[config.mk]
export PLATFORM = sky130hd
export DESIGN_NAME = emu_seq_ctrl_flat
export DESIGN_NICKNAME = d
export VERILOG_FILES = /design/src/rtl/emu_seq_ctrl_pkg.sv /design/src/rtl/emu_seq_ctrl_if.sv /design/src/rtl/emu_seq_ctrl_tol.sv /design/src/rtl/emu_seq_ctrl.sv /design/src/flat_wrapper.sv
export SDC_FILE = /design/constraint.sdc
export NUM_CORES = 1
export LEC_CHECK = 0
export BUFFER_PORTS_ARGS = -buffer_cell sky130_fd_sc_hd__buf_2
export CAP_MARGIN = 0
export CELL_PAD_IN_SITES_DETAIL_PLACEMENT = 0
export CELL_PAD_IN_SITES_GLOBAL_PLACEMENT = 2
export CORE_UTILIZATION = 30
export CTS_CLUSTER_SIZE = 12
export DETAILED_ROUTE_END_ITERATION = 8
export PLACE_DENSITY_LB_ADDON = 0.1
export SLEW_MARGIN = 20
export SYNTH_ARGS = -nofsm -noshare
export SYNTH_HDL_FRONTEND = slang
export SYNTH_SLANG_ARGS = --single-unit
[constraint.sdc]
create_clock -name emu_clk -period 4.45 [get_ports emu_clk]
set_clock_uncertainty 0.05 [all_clocks]
set_input_delay 0.2225 -clock emu_clk [delete_from_list [all_inputs] [get_ports emu_clk]]
set_output_delay 0.2225 -clock emu_clk [all_outputs]
set_load 0.01 [all_outputs]
[src/rtl/emu_seq_ctrl_pkg.sv]
// Shared types and constants for the emulator step controller.
// State codes stay plain 3-bit constants so legacy tooling can decode them.
package emu_seq_pkg;

   typedef logic [2:0] state_t;

   localparam state_t IDLE     = 3'd0;
   localparam state_t INIT     = 3'd1;
   localparam state_t RELEASE  = 3'd2;
   localparam state_t WAIT_EXP = 3'd3;
   localparam state_t CHECK    = 3'd4;
   localparam state_t PULSE    = 3'd5;
   localparam state_t FIN      = 3'd6;

   // Guard bits added above WIDTH so exp +/- tol never wraps at full-scale codes.
   localparam int CMP_GUARD = 2;

   function automatic int cmp_width(input int width);
      return width + CMP_GUARD;
   endfunction

endpackage

[src/rtl/emu_seq_ctrl_if.sv]
// Expected-value stream from the host/ROM into the step controller.
interface emu_seq_ctrl_if #(
   parameter int N_CH  = 1,
   parameter int WIDTH = 25
);
   logic                  exp_valid;
   logic                  exp_ready;
   logic [N_CH*WIDTH-1:0] exp_data;

   modport master (output exp_valid, output exp_data, input exp_ready);
   modport slave  (input exp_valid, input exp_data, output exp_ready);
endinterface

[src/rtl/emu_seq_ctrl_tol.sv]
// Single-channel band check: ok = (expt - tol <= meas <= expt + tol), all signed.
module emu_tol_check
   import emu_seq_pkg::*;
#(
   parameter int WIDTH = 25
) (
   input  logic signed [WIDTH-1:0] meas,
   input  logic signed [WIDTH-1:0] expt,
   input  logic signed [WIDTH-1:0] tol,
   output logic                    ok
);
   localparam int XW = cmp_width(WIDTH);

   logic signed [XW-1:0] meas_x, lo_x, hi_x;

   always_comb begin
      meas_x = {{CMP_GUARD{meas[WIDTH-1]}}, meas};
      lo_x   = {{CMP_GUARD{expt[WIDTH-1]}}, expt} - {{CMP_GUARD{tol[WIDTH-1]}}, tol};
      hi_x   = {{CMP_GUARD{expt[WIDTH-1]}}, expt} + {{CMP_GUARD{tol[WIDTH-1]}}, tol};
      ok     = (lo_x <= meas_x) && (meas_x <= hi_x);
   end
endmodule

[src/rtl/emu_seq_ctrl.sv]
// Emulator step controller: DUT reset sequencing, stimulus hold, and
// check-then-step loop against a streamed expected-value channel.
module emu_seq_ctrl
   import emu_seq_pkg::*;
#(
   parameter int N_CH    = 1,
   parameter int WIDTH   = 25,
   parameter int STEP_W  = 16,
   parameter int RST_CYC = 8,
   parameter int GO_HI   = 1,
   parameter int GO_LO   = 1,
   parameter int SETTLE  = 2
) (
   input  logic                  emu_clk,
   input  logic                  emu_rst_n,
   input  logic                  start,
   input  logic [STEP_W-1:0]     n_steps,
   input  logic [WIDTH-1:0]      abs_tol,
   input  logic [N_CH*WIDTH-1:0] v_in_cfg,
   input  logic [N_CH*WIDTH-1:0] v_out,
   emu_seq_ctrl_if.slave         exp_if,
   output logic                  go,
   output logic                  dut_rst,
   output logic [N_CH*WIDTH-1:0] v_in,
   output logic                  busy,
   output logic                  done,
   output logic                  pass,
   output logic [STEP_W-1:0]     err_cnt,
   output logic [N_CH-1:0]       fail_mask,
   output logic [STEP_W-1:0]     step_idx
);
   localparam int PULSE_CYC = GO_HI + GO_LO;
   localparam int CNT_MAX   = (RST_CYC > SETTLE)
                              ? ((RST_CYC > PULSE_CYC) ? RST_CYC : PULSE_CYC)
                              : ((SETTLE > PULSE_CYC) ? SETTLE : PULSE_CYC);
   localparam int CNT_W     = $clog2(CNT_MAX + 1);

   localparam logic [CNT_W-1:0] INIT_LAST   = CNT_W'(RST_CYC - 1);
   localparam logic [CNT_W-1:0] SETTLE_LAST = CNT_W'(SETTLE - 1);
   localparam logic [CNT_W-1:0] PULSE_LAST  = CNT_W'(PULSE_CYC - 1);
   localparam logic [CNT_W-1:0] GO_HI_C     = CNT_W'(GO_HI);

   state_t                state_q, state_d;
   logic [CNT_W-1:0]      cnt_q, cnt_d;
   logic                  go_q, go_d;
   logic                  dut_rst_q, dut_rst_d;
   logic                  exp_ready_q, exp_ready_d;
   logic                  busy_q, busy_d;
   logic                  done_q, done_d;
   logic                  pass_q, pass_d;
   logic [STEP_W-1:0]     err_cnt_q, err_cnt_d;
   logic [N_CH-1:0]       fail_mask_q, fail_mask_d;
   logic [STEP_W-1:0]     step_idx_q, step_idx_d;
   logic [STEP_W-1:0]     n_steps_q, n_steps_d;
   logic [WIDTH-1:0]      tol_q, tol_d;
   logic [N_CH*WIDTH-1:0] v_in_q, v_in_d;
   logic [N_CH*WIDTH-1:0] exp_q, exp_d;
   logic [N_CH-1:0]       ok;

   for (genvar c = 0; c < N_CH; c++) begin : g_chk
      emu_tol_check #(.WIDTH(WIDTH)) u_chk (
         .meas (v_out[c*WIDTH +: WIDTH]),
         .expt (exp_q[c*WIDTH +: WIDTH]),
         .tol  (tol_q),
         .ok   (ok[c])
      );
   end

   always_comb begin
      state_d     = state_q;
      cnt_d       = cnt_q;
      go_d        = 1'b0;
      dut_rst_d   = dut_rst_q;
      exp_ready_d = exp_ready_q;
      busy_d      = busy_q;
      done_d      = done_q;
      pass_d      = pass_q;
      err_cnt_d   = err_cnt_q;
      fail_mask_d = fail_mask_q;
      step_idx_d  = step_idx_q;
      n_steps_d   = n_steps_q;
      tol_d       = tol_q;
      v_in_d      = v_in_q;
      exp_d       = exp_q;
      case (state_q)
         IDLE: if (start) begin
            n_steps_d   = n_steps;
            tol_d       = abs_tol;
            v_in_d      = v_in_cfg;
            done_d      = 1'b0;
            pass_d      = 1'b0;
            err_cnt_d   = '0;
            fail_mask_d = '0;
            step_idx_d  = '0;
            busy_d      = 1'b1;
            dut_rst_d   = 1'b1;
            cnt_d       = '0;
            state_d     = INIT;
         end
         INIT: begin
            // go lands in INIT cycle 1 so the DUT samples its reset once.
            go_d = (cnt_q == '0);
            if (cnt_q == INIT_LAST) begin
               cnt_d     = '0;
               dut_rst_d = 1'b0;
               state_d   = RELEASE;
            end else begin
               cnt_d = cnt_q + 1'b1;
            end
         end
         RELEASE: begin
            if (cnt_q == SETTLE_LAST) begin
               cnt_d = '0;
               if (n_steps_q == '0) begin
                  state_d = FIN;
               end else begin
                  exp_ready_d = 1'b1;
                  state_d     = WAIT_EXP;
               end
            end else begin
               cnt_d = cnt_q + 1'b1;
            end
         end
         WAIT_EXP: if (exp_if.exp_valid && exp_ready_q) begin
            exp_d       = exp_if.exp_data;
            exp_ready_d = 1'b0;
            state_d     = CHECK;
         end
         CHECK: begin
            if (!(&ok) && !(&err_cnt_q)) err_cnt_d = err_cnt_q + 1'b1;
            fail_mask_d = fail_mask_q | ~ok;
            cnt_d       = '0;
            go_d        = 1'b1;
            state_d     = PULSE;
         end
         PULSE: begin
            if (cnt_q == PULSE_LAST) begin
               cnt_d      = '0;
               step_idx_d = step_idx_q + 1'b1;
               if (step_idx_d == n_steps_q) begin
                  state_d = FIN;
               end else begin
                  exp_ready_d = 1'b1;
                  state_d     = WAIT_EXP;
               end
            end else begin
               cnt_d = cnt_q + 1'b1;
               go_d  = ((cnt_q + 1'b1) < GO_HI_C);
            end
         end
         FIN: begin
            busy_d  = 1'b0;
            done_d  = 1'b1;
            pass_d  = (err_cnt_q == '0);
            state_d = IDLE;
         end
         default: state_d = IDLE;
      endcase
   end

   always_ff @(posedge emu_clk or negedge emu_rst_n) begin
      if (!emu_rst_n) begin
         state_q     <= IDLE;
         cnt_q       <= '0;
         go_q        <= 1'b0;
         dut_rst_q   <= 1'b1;
         exp_ready_q <= 1'b0;
         busy_q      <= 1'b0;
         done_q      <= 1'b0;
         pass_q      <= 1'b0;
         err_cnt_q   <= '0;
         fail_mask_q <= '0;
         step_idx_q  <= '0;
         n_steps_q   <= '0;
         tol_q       <= '0;
         v_in_q      <= '0;
         exp_q       <= '0;
      end else begin
         state_q     <= state_d;
         cnt_q       <= cnt_d;
         go_q        <= go_d;
         dut_rst_q   <= dut_rst_d;
         exp_ready_q <= exp_ready_d;
         busy_q      <= busy_d;
         done_q      <= done_d;
         pass_q      <= pass_d;
         err_cnt_q   <= err_cnt_d;
         fail_mask_q <= fail_mask_d;
         step_idx_q  <= step_idx_d;
         n_steps_q   <= n_steps_d;
         tol_q       <= tol_d;
         v_in_q      <= v_in_d;
         exp_q       <= exp_d;
      end
   end

   assign go               = go_q;
   assign dut_rst          = dut_rst_q;
   assign v_in             = v_in_q;
   assign busy             = busy_q;
   assign done             = done_q;
   assign pass             = pass_q;
   assign err_cnt          = err_cnt_q;
   assign fail_mask        = fail_mask_q;
   assign step_idx         = step_idx_q;
   assign exp_if.exp_ready = exp_ready_q;
endmodule

[src/flat_wrapper.sv]
// flat-port wrapper written by rule: the top's interface ports become plain ports
module emu_seq_ctrl_flat import emu_seq_pkg::*;
#(
   parameter int N_CH    = 1,
   parameter int WIDTH   = 25,
   parameter int STEP_W  = 16,
   parameter int RST_CYC = 8,
   parameter int GO_HI   = 1,
   parameter int GO_LO   = 1,
   parameter int SETTLE  = 2
)
  (emu_clk, emu_rst_n, start, n_steps, abs_tol, v_in_cfg, v_out, go, dut_rst, v_in, busy, done, pass, err_cnt, fail_mask, step_idx, exp_if_exp_valid, exp_if_exp_data, exp_if_exp_ready);
  emu_seq_ctrl_if #(.N_CH(N_CH), .WIDTH(WIDTH)) exp_if_i ();
  input  logic emu_clk;
  input  logic emu_rst_n;
  input  logic start;
  input  logic [STEP_W-1:0] n_steps;
  input  logic [WIDTH-1:0] abs_tol;
  input  logic [N_CH*WIDTH-1:0] v_in_cfg;
  input  logic [N_CH*WIDTH-1:0] v_out;
  output logic go;
  output logic dut_rst;
  output logic [N_CH*WIDTH-1:0] v_in;
  output logic busy;
  output logic done;
  output logic pass;
  output logic [STEP_W-1:0] err_cnt;
  output logic [N_CH-1:0] fail_mask;
  output logic [STEP_W-1:0] step_idx;
  input wire logic [$bits(exp_if_i.exp_valid)-1:0] exp_if_exp_valid;
  input wire logic [$bits(exp_if_i.exp_data)-1:0] exp_if_exp_data;
  output wire logic [$bits(exp_if_i.exp_ready)-1:0] exp_if_exp_ready;
  assign exp_if_i.exp_valid = exp_if_exp_valid;
  assign exp_if_i.exp_data = exp_if_exp_data;
  assign exp_if_exp_ready = exp_if_i.exp_ready;
  emu_seq_ctrl #(.N_CH(N_CH), .WIDTH(WIDTH), .STEP_W(STEP_W), .RST_CYC(RST_CYC), .GO_HI(GO_HI), .GO_LO(GO_LO), .SETTLE(SETTLE)) u_core (.emu_clk(emu_clk), .emu_rst_n(emu_rst_n), .start(start), .n_steps(n_steps), .abs_tol(abs_tol), .v_in_cfg(v_in_cfg), .v_out(v_out), .exp_if(exp_if_i), .go(go), .dut_rst(dut_rst), .v_in(v_in), .busy(busy), .done(done), .pass(pass), .err_cnt(err_cnt), .fail_mask(fail_mask), .step_idx(step_idx));
endmodule
# --- Yosys cells after proc, flatten, opt, wreduce, memory -nomap -nowiden ---
# Index checks and enable logic that the tools add are counted.
# W data, S select, Z words.
totals:
  ff_bits: 137
  inputBits: 120
  output_inout_bits: 64
  wordCells: 102
classes:
  magnitude_cmp: 3
  n_reduce_logical: 27
  add_sub_neg: 5
  n_eq_ne: 17
  n_mux: 33
  bitwise_logic: 2
op_table:
  columns: ["cell", "count"]
  rows:
  - ["$pmux W16 S2", 2]
  - ["$mux W16", 3]
  - ["$add A16 B1 Y16 const B", 2]
  - ["$logic_not A16 Y1", 2]
  - ["$add A25 B25 Y26", 1]
  - ["$le A25 B26 Y1", 1]
  - ["$le A26 B25 Y1", 1]
  - ["$sub A25 B25 Y26", 1]
  - ["$mux W3", 7]
  - ["$pmux W3 S6", 1]
  - ["$eq A16 B16 Y1", 1]
  - ["$pmux W4 S4", 1]
  - ["$reduce_and A16 Y1", 1]
  - ["$mux W4", 3]
  - ["$ne A2 B1 Y1 const B", 5]
  - ["$pmux W1 S2", 5]
  - ["$reduce_and A2 Y1", 5]
  - ["$eq A3 B3 Y1 const B", 3]
  - ["$mux W1", 9]
  - ["$reduce_and A3 Y1", 3]
  - ["$reduce_bool A2 Y1", 4]
  - ["$eq A3 B2 Y1 const B", 2]
  - ["$ne A2 B2 Y1 const B", 3]
  - ["$pmux W1 S3", 2]
  - ["16 further kinds", 19]

# --- Logic depth before layout (Yosys ltp) ---
# Gate-level depths: netlist of the first run.
depth:
  ltp_word: 7
  mapped_depth: 23

# --- By module ---
# A second synthesis of the first run with hierarchy kept.
hier_totals:
  hier_cells: 1113
  area_unflattened_um2: 10685.2
modules_own_cells:
  columns: ["mod", "n_inst", "seq_area_each_um2", "cells_per_inst", "area_each_um2"]
  rows:
  - ["emu_seq_ctrl", 1, 3429.5, 558, 6522.5]
  - ["emu_tol_check", 1, 0.0, 555, 4162.7]

# --- Worst setup path after synthesis of the first run ---
# Ideal clock, no wire load.
synth_timing:
  path_kind: "register to register"
  startpoint: "reg u_core.tol_q[0]"
  endpoint: "reg u_core.err_cnt_q[2], in the netlist u_core.err_cnt[2]"
  t_arrival_ps: 4653
  n_path_buf: 1
  setup_time_ps: 118
  t_required_ps: 4282
  path_stages_with_launch: 23
  slack_ps: -371
  path_cell_list: "dfrtp_1 > ha_1 > inv_1 > fa_1 > or2_2 > a221o_1 > a211oi_1 > o31ai_1 > o211ai_1 > a41oi_1 > o21bai_1 > a21oi_1 > xnor2_1 > ha_1 > nand4_1 > or3_1 > o21ai_0 > a211oi_1 > mux2i_1 > o21ai_1 > clkbuf_1 > a21oi_1 > a21o_1"
synth_via:
  elab_chain_cells: 7
  word_cells_on_any_way: 9
  cone_classes: "add/sub (2); order compare (2); eq/ne (1); reduce/logical (4)"
synth_rtl:
  columns: ["element", "line", "source"]
  rows:
  - ["from (decl)", "emu_seq_ctrl.sv:55", "logic [WIDTH-1:0] tol_q, tol_d;"]
  - ["from (signal assigned)", "emu_seq_ctrl.sv:191", "tol_q <= tol_d;"]
  - ["$sub A25 B25 Y26 or $add A25 B25 Y26 (tied branches)", "emu_seq_ctrl_tol.sv:18, emu_seq_ctrl_tol.sv:19", null]
  - ["$le A26 B25 Y1 or $le A25 B26 Y1 (tied branches)", "emu_seq_ctrl_tol.sv:20", "ok = (lo_x <= meas_x) && (meas_x <= hi_x);"]
  - ["$logic_and A1 B1 Y1 (*)", "emu_seq_ctrl_tol.sv:20", null]
  - ["$logic_not A1 Y1 (*)", "emu_seq_ctrl.sv:130", "if (!(&ok) && !(&err_cnt_q)) err_cnt_d = err_cnt_q + 1'b1;"]
  - ["$logic_and A1 B1 Y1 (*)", "emu_seq_ctrl.sv:130", null]
  - ["$ne A2 B1 Y1 (no line) (*)", null, null]
  - ["$reduce_and A3 Y1 (no line) (*)", null, null]
  - ["to (signal assigned)", "emu_seq_ctrl.sv:187", "err_cnt_q <= err_cnt_d;"]
  - ["to (decl)", "emu_seq_ctrl.sv:51", "logic [STEP_W-1:0] err_cnt_q, err_cnt_d;"]
# Every way passes the cells marked *; elsewhere a longest branch is shown, timed or not.
# A chain may end at the register's enable or synchronous reset.

# --- Final worst setup path of the first run ---
layout_timing:
  startpoint: "reg u_core.tol_q[0]"
  endpoint: "reg u_core.err_cnt_q[7], in the netlist u_core.err_cnt[7]"
# The elaborated chain is that of the path after synthesis.

==> flow_summary.json, run 1 <==
{
  "rows": 65,
  "syn_inst": 1165,
  "cts_buffer_depth": 2,
  "initial_core_util_pct": 30.8,
  "die_width_um": 183,
  "violations": "setup timing",
  "max_cap_viol_count": 0,
  "synth_edf_count": 0,
  "fin_crit_ns": 5.07,
  "powerDensity_nw_per_um2": 850,
  "viasPerCell": 4.70,
  "worstPathRequired_ns": 4.72,
  "fin_ws_ns": -0.618,
  "core_region_area_um2": 31900,
  "worstMarginPinSlew_ns": 0.932,
  "met3_usage_pct": 3.89,
  "ios": 184,
  "grt_pass1_wl_mm": 48.9,
  "syn_nets": 1395,
  "yosysUniqueCellTypes": 65,
  "irDropWorstVdd_uv": 339,
  "status": "finished, violations left",
  "ys_ff_latch": 137,
  "grt_max_degree": 59,
  "cts_buffers": 17,
  "syn_area_um2": 9830,
  "drtIter0Drc": 361,
  "cts-htree-levels": 4,
  "ys_async_sr_fraction_pct": 100,
  "leakage_uw": 0.00696,
  "cts.clk_slew.worst_paths_ns": 0.07,
  "post-route-util_pct": 43.8,
  "path_buf_inv": 4,
  "cp_top_family": "compound AO/OA/AOI/OAI gates",
  "grt_use_total_pct": 18.7,
  "critPathKind": "flip-flop to flip-flop",
  "ys_warn_count": 0,
  "grt_use_met2_pct": 31.5,
  "grt_pass1_vias": 9354,
  "rsz0062_at_grt": "true",
  "hp-class": "primary input to flip-flop",
  "place.gp.congestion": 0.809,
  "remaining_drc_errors": 0,
  "synth-seq-area-share_pct": 34.9,
  "die_h_um": 183,
  "drive_gt1_share_pct": 27.9,
  "cp_max_fo": 7,
  "antenna_left": 0,
  "areaGrowthSynthToFinish_pct": 42.1,
  "max_stage_delay_ns": 0.43,
  "wl_per_cell_um": 15.0,
  "dpl.hpwl_mm": 22.7,
  "clk_latency_ns": 0.44,
  "period_share_pct": 114,
  "fin_hold_ws_ns": 0.129,
  "diodes": 0,
  "pre_cts_ws_ns": -0.780,
  "drt_pass1_iterations": 5,
  "fmax_mhz": 197,
  "cts_tree": "yes",
  "startpoint_type": "flip-flop",
  "slew_violations": 0,
  "ctsRootBufferMaster": "clkbuf_16",
  "use_met1_pct": 24.4,
  "num-nets-final": 1793,
  "hold_viol_final": 0,
  "crit_path_top_delay_cell": "or3_4",
  "io_buffers": 183,
  "totalWireLength_mm": 30.1,
  "syn_avg_cell_area_um2": 8.44,
  "setup_viol": 17,
  "slew_headroom_pct": 37.7,
  "tns_ns": -9.32,
  "vias": 9456,
  "grt_most_used_layer": "met2",
  "cp_common_cell": "buf_6",
  "antenna_found_initial": 1,
  "end_kind": "flip-flop",
  "synth_ff_type": "dfrtp_1",
  "critPathArrivalTime_ns": 5.34,
  "clock-sinks": 137,
  "crit_chain": "buf_6, ha_4, inv_2, fa_2, or2_4, a221o_1, a211oi_2, o31ai_2, o211ai_1, a41oi_2, o21bai_1, a21oi_1, xnor2_1, ha_1, nand4_1, or3_4, o21ai_2, a211oi_2, mux2i_4, buf_6, o21ai_4, buf_6, nor2_1, a211o_1",
  "die_area_um2": 33500,
  "globalRouteOverflowTotal": 0
}
==> flip-flops by register name, indices dropped and copies added (netlist names), 3 cells and up <==
signal and cells:
u_core.cnt_q 4, u_core.v_in 25, u_core.exp_q 25, u_core.err_cnt 16, u_core.n_steps_q 16, u_core.tol_q 25
u_core.step_idx 16, u_core.state_q 3
==> report_power, final <==
group,internal [uW],switching [uW],leakage (uW)
logic,4140,4170,0.00494
registers,1720,405,0.00174
clock network,845,597,0.000282
==> path summary, 6_finish.rpt <==
kind,depth (start not counted),slack [ns],start,endpoint
setup reg to reg,24,-0.62,u_core.tol_q[0],u_core.err_cnt[7]
hold / removal,4,0.13,start,u_core.tol_q[0]
min in group asynchronous,2,0.26,emu_rst_n,u_core.v_in[15]
hold reg to reg,2,0.42,u_core.v_in[19],u_core.v_in[19]
setup / recovery,24,-0.62,u_core.tol_q[0],u_core.err_cnt[7]
max in group asynchronous,3,3.01,emu_rst_n,u_core.tol_q[16]
==> cell usage in the layout, fill, tap and decap left out, drive strengths merged, types with 16 or more instances in the layout <==
cell	n
o21ai	78
mux2	23
a21o	33
a21oi	69
and3	16
nor2	71
nand2	208
buf	333
ha	108
nand3	32
clkbuf	23
nand4	18
xnor2	57
dlygate4sd3	92
inv	90
dfrtp	136
==> Yosys cell counts, types with 7 or more instances <==
cell type	number	share of area, %
and3_1	15	0.95
a31oi_1	10	0.64
buf_1	7	0.27
a21oi_1	68	3.5
a21o_1	33	2.5
dfrtp_1	136	35
or3_1	9	0.57
ha_1	108	14
nand2_1	208	7.9
nor2_1	70	2.7
o31ai_1	12	0.92
o21ai_0	76	3.9
o21bai_1	9	0.69
mux2_2	23	2.6
nor2b_1	9	0.57
xnor2_1	56	5.0
inv_1	88	3.4
or2_2	7	0.45
nor4_1	12	0.76
nor3_1	15	0.76
nand2b_1	12	0.76
xor2_1	10	0.89
nand3_1	31	1.6
clkbuf_1	31	1.2
o22a_1	7	0.62
nand4_1	17	1.1
==> layer usage <==
| metal | share of wire (%) | routed length [um] |
|---|---|---|
| met1 | 48 | 14400 |
| met5 | 0.027 | 8 |
| met4 | 1.5 | 466 |
| met3 | 3.3 | 982 |
| met2 | 47 | 14200 |
==> final cells by class <==
cell class | instances | area [um^2]
Clock buffer | 23 | 498
Sequential cell | 137 | 3430
Timing Repair Buffer | 425 | 3000
Tap cell | 435 | 544
Multi-Input combinational cell | 893 | 6080
Clock inverter | 8 | 85.1
Inverter | 89 | 334
Fill cell | 3259 | 17900
==> logic make-up after synthesis <==
| group | count (synthesis) | synth area share (%) |
|---|---|---|
| DFF | 137 | 34.9 |
| muxes | 25 | 2.84 |
| and+or+nand+nor | 428 | 20.0 |
| AOI/OAI and AO/OA | 263 | 16.8 |
| adders and majority gates | 110 | 14.2 |
| xor gates and xnor gates | 67 | 6.05 |
| buffers and inverters | 135 | 5.32 |
==> worst reg2reg max path, delay by kind of cell, from the launching register on <==
family	cells	cell delay, ns
compound gates	11	2.16
simple gates	4	0.84
fa+ha+maj	3	0.76
buf+inv	4	0.43
flops	1	0.37
mux	1	0.22
xor+xnor	1	0.13
==> through the flow <==
| stage | total power, uW | instances | cell area (um^2) |
|---|---|---|---|
| after CTS | 11900 | 2008 | 13900 |
| after global routing | 13100 | 2010 | 14000 |
| after global placement | 10100 | 1876 | 12200 |
| after floorplan | 7030 | 1165 | 9920 |
| after detailed placement | 10100 | 1876 | 12200 |
| final | 11900 | 2010 | 14000 |
==> timing repair <==
action / CTS / global route
hold buffers: 92 / 0
pin swaps: 17 / 6
setup endpoints to repair: 17 / 17
hold endpoints to repair: 146 / 0
resized for setup: 16 / 15
buffers inserted: 10 / 2
(Power assumes the default switching activity.)
==> run 2, diff against run 1 <==
==> constraint.sdc (replaced) <==
create_clock -name emu_clk -period 4.45 [get_ports emu_clk]
set_clock_uncertainty 0.05 [all_clocks]
set_input_delay 0.445 -clock emu_clk [delete_from_list [all_inputs] [get_ports emu_clk]]
set_output_delay 0.445 -clock emu_clk [all_outputs]
set_load 0.01 [all_outputs]
==> flow_summary.json, run 2 (synthesized netlist as in run 1, its figures left out) <==
{
  "totalWireLength_mm": 29.6,
  "drtIter0Drc": 387,
  "critPathArrivalTime_ns": 5.44,
  "tns_ns": -10.45,
  "grt_pass1_wl_mm": 48.0,
  "wl_per_cell_um": 15.5,
  "fin_ws_ns": -0.712,
  "end_kind": "flip-flop",
  "ios": 184,
  "final_cell_mix": "nand2_1 (207), buf_2 (182), buf_4 (140)",
  "cts_tree": "yes",
  "hp-class": "primary input to flip-flop",
  "initial_core_util_pct": 30.8,
  "final_area_um2": 13000,
  "die_width_um": 183,
  "cp_max_fo": 5,
  "hold_viol_final": 0,
  "slew_violations": 0,
  "worstPathRequired_ns": 4.72,
  "period_share_pct": 116,
  "dpl.cell_count": 1876,
  "min_to": "u_core.v_in[8]",
  "hold_path_depth": 3,
  "layout_commonest_cell": "nand2_1",
  "irDropWorstVdd_uv": 341,
  "antenna_left": 0,
  "violations": "setup timing",
  "final_cells": 1918,
  "grt_pass1_vias": 8993,
  "grt_use_total_pct": 18.4,
  "rsz0062_at_grt": "true",
  "seq_area_um2": 3430,
  "viasPerCell": 4.73,
  "reg2reg_from": "u_core.exp_q[1]",
  "diodes": 0,
  "num-nets-final": 1700,
  "critPathKind": "flip-flop to flip-flop",
  "die_h_um": 183,
  "clock-sinks": 137,
  "max_cap_viol_count": 0,
  "rrSetupSlack_ns": -0.71,
  "vias": 9074,
  "dpl_cell_area_um2": 12200,
  "fin_crit_ns": 5.16,
  "worstMarginPinSlew_ns": 0.932,
  "multi_input_area_um2": 6090,
  "ctsRootBufferMaster": "clkbuf_16",
  "drive_gt1_share_pct": 29.5,
  "areaGrowthSynthToFinish_pct": 32.6,
  "core_region_area_um2": 31900,
  "status": "finished, violations left",
  "cts-htree-levels": 4,
  "n_fill_cell": 3371,
  "clk_latency_ns": 0.44,
  "hp-start": "v_in_cfg[8]",
  "cts.clk_slew.worst_paths_ns": 0.06,
  "startpoint_type": "flip-flop",
  "io_buffers": 183,
  "place.gp.congestion": 0.832,
  "cts_buffers": 17,
  "leakage_uw": 0.00656,
  "reg2reg_to": "u_core.err_cnt[7]",
  "fmax_mhz": 194,
  "slew_headroom_pct": 37.7,
  "remaining_drc_errors": 0,
  "die_area_um2": 33500,
  "grt_max_degree": 67,
  "globalRouteOverflowTotal": 0,
  "setup_viol": 17,
  "powerDensity_nw_per_um2": 905,
  "ff2ff_path_depth": 22,
  "drt_pass1_iterations": 7,
  "antenna_found_initial": 3,
  "rows": 65,
  "cts_buffer_depth": 2,
  "dpl.hpwl_mm": 22.8
}
run 2: per-layer routing:
layer / track usage, % / part of all wire, %
met1: 24.1 / 47
met2: 30.5 / 48
met3: 3.73 / 3.8
met4: 4.87 / 1.3
met5: 0 / 0.098
run 2: worst max-delay path, stage by stage (launching register included):
cell and delay, ns:
dfrtp_1 0.37, buf_4 0.15, ha_4 0.23, nand2b_4 0.13, a221o_1 0.37, a221oi_4 0.35, a21oi_2 0.12, o31a_1 0.39
o311ai_2 0.26, a31o_2 0.23, a221oi_2 0.08, xnor2_1 0.14, ha_1 0.31, a21o_1 0.15, a21o_1 0.18, a21oi_2 0.13
o21ai_2 0.07, a211oi_2 0.30, mux2i_4 0.34, or2_4 0.18, a21oi_4 0.07, buf_6 0.18, a211o_1 0.25
run 2: how the worst max path moves through the flow:
stage,from,to,slack [ns],cells past startpoint
6_report,u_core.exp_q[1],u_core.err_cnt[7],-0.71,22
5_1_grt,u_core.exp_q[0],u_core.err_cnt[7],-0.89,23
4_1_cts,u_core.tol_q[0],u_core.err_cnt[7],-0.69,23
3_5_place_dp,u_core.exp_q[1],u_core.err_cnt[7],-0.86,25
3_3_place_gp,u_core.exp_q[1],u_core.err_cnt[7],-0.76,24
2_1_floorplan,u_core.tol_q[0],u_core.err_cnt[14],-0.13,22
run 2: final cells by class:
type                    instances  share of cell area, %
inverters                      89                   2.56
repair buffers                332                   15.9
multi-input cells             893                   46.7
clock buffers                  21                   3.61
clock inverters                11                  0.672
well taps                     435                   4.18
flip-flops and latches        137                   26.3
run 2: power breakdown:
part,switching [uW],internal (uW),total [uW]
logic,4200,4100,8300
registers,401,1720,2120
clock network,610,765,1380
run 2: stage by stage:
step	hold WS, ns	total power (uW)	utilization (%)	worst slack (ns)
final	0.140	11800	40.9	-0.712
after global routing	0.114	13000	40.9	-0.889
after CTS	0.113	11800	40.5	-0.687
after detailed placement	0.408	10100	38.4	-0.856
after global placement	0.403	10100	38.4	-0.759
after floorplan	0.0994	7030	-	-0.126
run 2: what timing repair did:
action	CTS	global route
setup buffers	8	1
gates cloned	0	1
hold buffers	1	0
hold endpoints to repair	63	0
gates resized for setup	12	20
pin swaps	13	15
setup endpoints to repair	17	17
==> run 3, diff against run 2 <==
- BUFFER_PORTS_ARGS: -buffer_cell sky130_fd_sc_hd__buf_2 -> -buffer_cell sky130_fd_sc_hd__buf_4
==> flow_summary.json, run 3 (synthesized netlist as in run 1, its figures left out) <==
{
  "die_width_um": 183,
  "fin_crit_ns": 5.03,
  "ios": 184,
  "slew_headroom_pct": 37.3,
  "worstPathRequired_ns": 4.72,
  "fmax_mhz": 199,
  "violations": "setup timing",
  "tns_ns": -8.36,
  "grt_most_used_layer": "met2",
  "initial_core_util_pct": 30.8,
  "areaGrowthSynthToFinish_pct": 35.3,
  "power_frac_comb_pct": 69.7,
  "internal-power_uw": 6570,
  "vias": 9000,
  "use_met1_pct": 24.2,
  "critPathArrivalTime_ns": 5.30,
  "cp_top_family": "compound AO/OA/AOI/OAI gates",
  "setup_viol": 17,
  "p_sw_uw": 5090,
  "dpl.hpwl_mm": 23.2,
  "max_cap_viol_count": 0,
  "post-route-util_pct": 41.7,
  "final_cells": 1904,
  "final_cell_mix": "buf_4 (310), nand2_1 (208), dfrtp_1 (136)",
  "totalWireLength_mm": 29.9,
  "powerDensity_nw_per_um2": 877,
  "antenna_left": 0,
  "grt_pass1_vias": 9219,
  "drtIter0Drc": 330,
  "cts-htree-levels": 4,
  "io_buffers": 183,
  "wl_per_cell_um": 15.7,
  "status": "finished, violations left",
  "clock-sinks": 137,
  "worstMarginPinSlew_ns": 0.939,
  "die_area_um2": 33500,
  "antenna_found_initial": 0,
  "globalRouteOverflowTotal": 0,
  "hp-class": "primary input to flip-flop",
  "crit_path_top_delay_cell": "dfrtp_1",
  "clk_latency_ns": 0.45,
  "period_share_pct": 113,
  "pwr-share-seq_pct": 18.3,
  "critPathKind": "flip-flop to flip-flop",
  "n_fill_cell": 3336,
  "diodes": 0,
  "power_uw": 11700,
  "hold_viol_final": 0,
  "rows": 65,
  "cts.clk_slew.worst_paths_ns": 0.06,
  "hold_path_depth": 3,
  "startpoint_type": "flip-flop",
  "max_stage_delay_ns": 0.42,
  "die_h_um": 183,
  "slew_violations": 0,
  "dpl.cell_count": 1866,
  "met3_usage_pct": 3.47,
  "drt_pass1_iterations": 6,
  "ff2ff_path_depth": 25,
  "end_kind": "flip-flop",
  "path_buf_inv": 5,
  "drive_gt1_share_pct": 28.0,
  "grt_max_degree": 69,
  "cp_max_fo": 11,
  "leakage_uw": 0.00660,
  "place.gp.congestion": 0.826,
  "cts_buffer_depth": 2,
  "grt_pass1_wl_mm": 48.7,
  "irDropWorstVdd_uv": 357,
  "grt_use_total_pct": 18.6,
  "core_region_area_um2": 31900,
  "cts_buffers": 17,
  "grt_use_met2_pct": 31.6,
  "fin_ws_ns": -0.584,
  "layout_commonest_cell": "buf_4",
  "num-nets-final": 1686,
  "remaining_drc_errors": 0,
  "swShare_pct": 43.6,
  "ctsRootBufferMaster": "clkbuf_16",
  "clkPwrFrac_pct": 12.0,
  "multi_input_area_um2": 6010,
  "cts_tree": "yes",
  "worst-path-stages": 25,
  "seq_area_um2": 3430,
  "rsz0062_at_grt": "true",
  "viasPerCell": 4.73
}
[run 3: changes by cell type in the layout (fill, tap and decap cells not counted), moves of 3 or more]
cell,previous run,this run
clkbuf_1,1,4
buf_4,140,310
buf_6,9,6
o21ai_1,1,4
buf_2,182,0
[run 3: final cells by class]
| cell class | count | area share, % |
|---|---|---|
| timing repair buffer | 318 | 18.2 |
| sequential | 137 | 25.8 |
| clock inverter | 9 | 0.677 |
| inverter | 89 | 2.51 |
| clock buffer | 23 | 3.52 |
| multi-input combinational | 893 | 45.2 |
| tap | 435 | 4.09 |
[run 3: what timing repair did]
action	4_1_cts	5_1_grt
gates resized for setup	3	15
endpoints found under the hold margin	54	0
pin swaps	6	1
setup buffers	2	3
setup endpoints to repair	17	17
hold buffers	1	0
[run 3: power groups by stage]
stage	clock (uW)	combinational, uW	sequential [uW]
floorplan	0	4930	2100
global placement	0	8090	2150
detailed placement	0	8080	2150
CTS	1450	8150	2140
global route	1500	9140	2220
finish	1400	8130	2130
[run 3: path summary, 6_finish.rpt]
path / from / to / slack, ns
worst max register to register: u_core.tol_q[1] / u_core.err_cnt[3] / -0.58
worst max-delay path: u_core.tol_q[1] / u_core.err_cnt[3] / -0.58
worst min register to register: u_core.v_in[10] / u_core.v_in[10] / 0.43
max in group asynchronous: emu_rst_n / u_core.step_idx[11] / 2.82
worst min-delay path: v_in_cfg[18] / u_core.v_in[18] / 0.13
min in group asynchronous: emu_rst_n / u_core.v_in[15] / 0.52
[run 3: routing by layer]
layer / part of all wire, % / vias up / routed length [um]
li1: - / 4593 / -
met1: 47 / 4235 / 14100
met2: 48 / 150 / 14400
met3: 3.4 / 22 / 1020
met4: 1.2 / 0 / 367
met5: 0 / - / 0
[run 3: worst min-delay path, stage by stage]
cell,delay (ns)
buf_4,0.08
nand2_1,0.04
nand2_1,0.04
[run 3: per-stage QoR]
stage | hold slack, ns | worst slack [ns] | instance area, um^2
after global routing | 0.128 | -0.829 | 13300
after floorplan | 0.0994 | -0.126 | 9920
after global placement | 0.409 | -0.555 | 12600
after CTS | 0.115 | -0.634 | 13200
after detailed placement | 0.414 | -0.711 | 12600
final | 0.133 | -0.584 | 13300
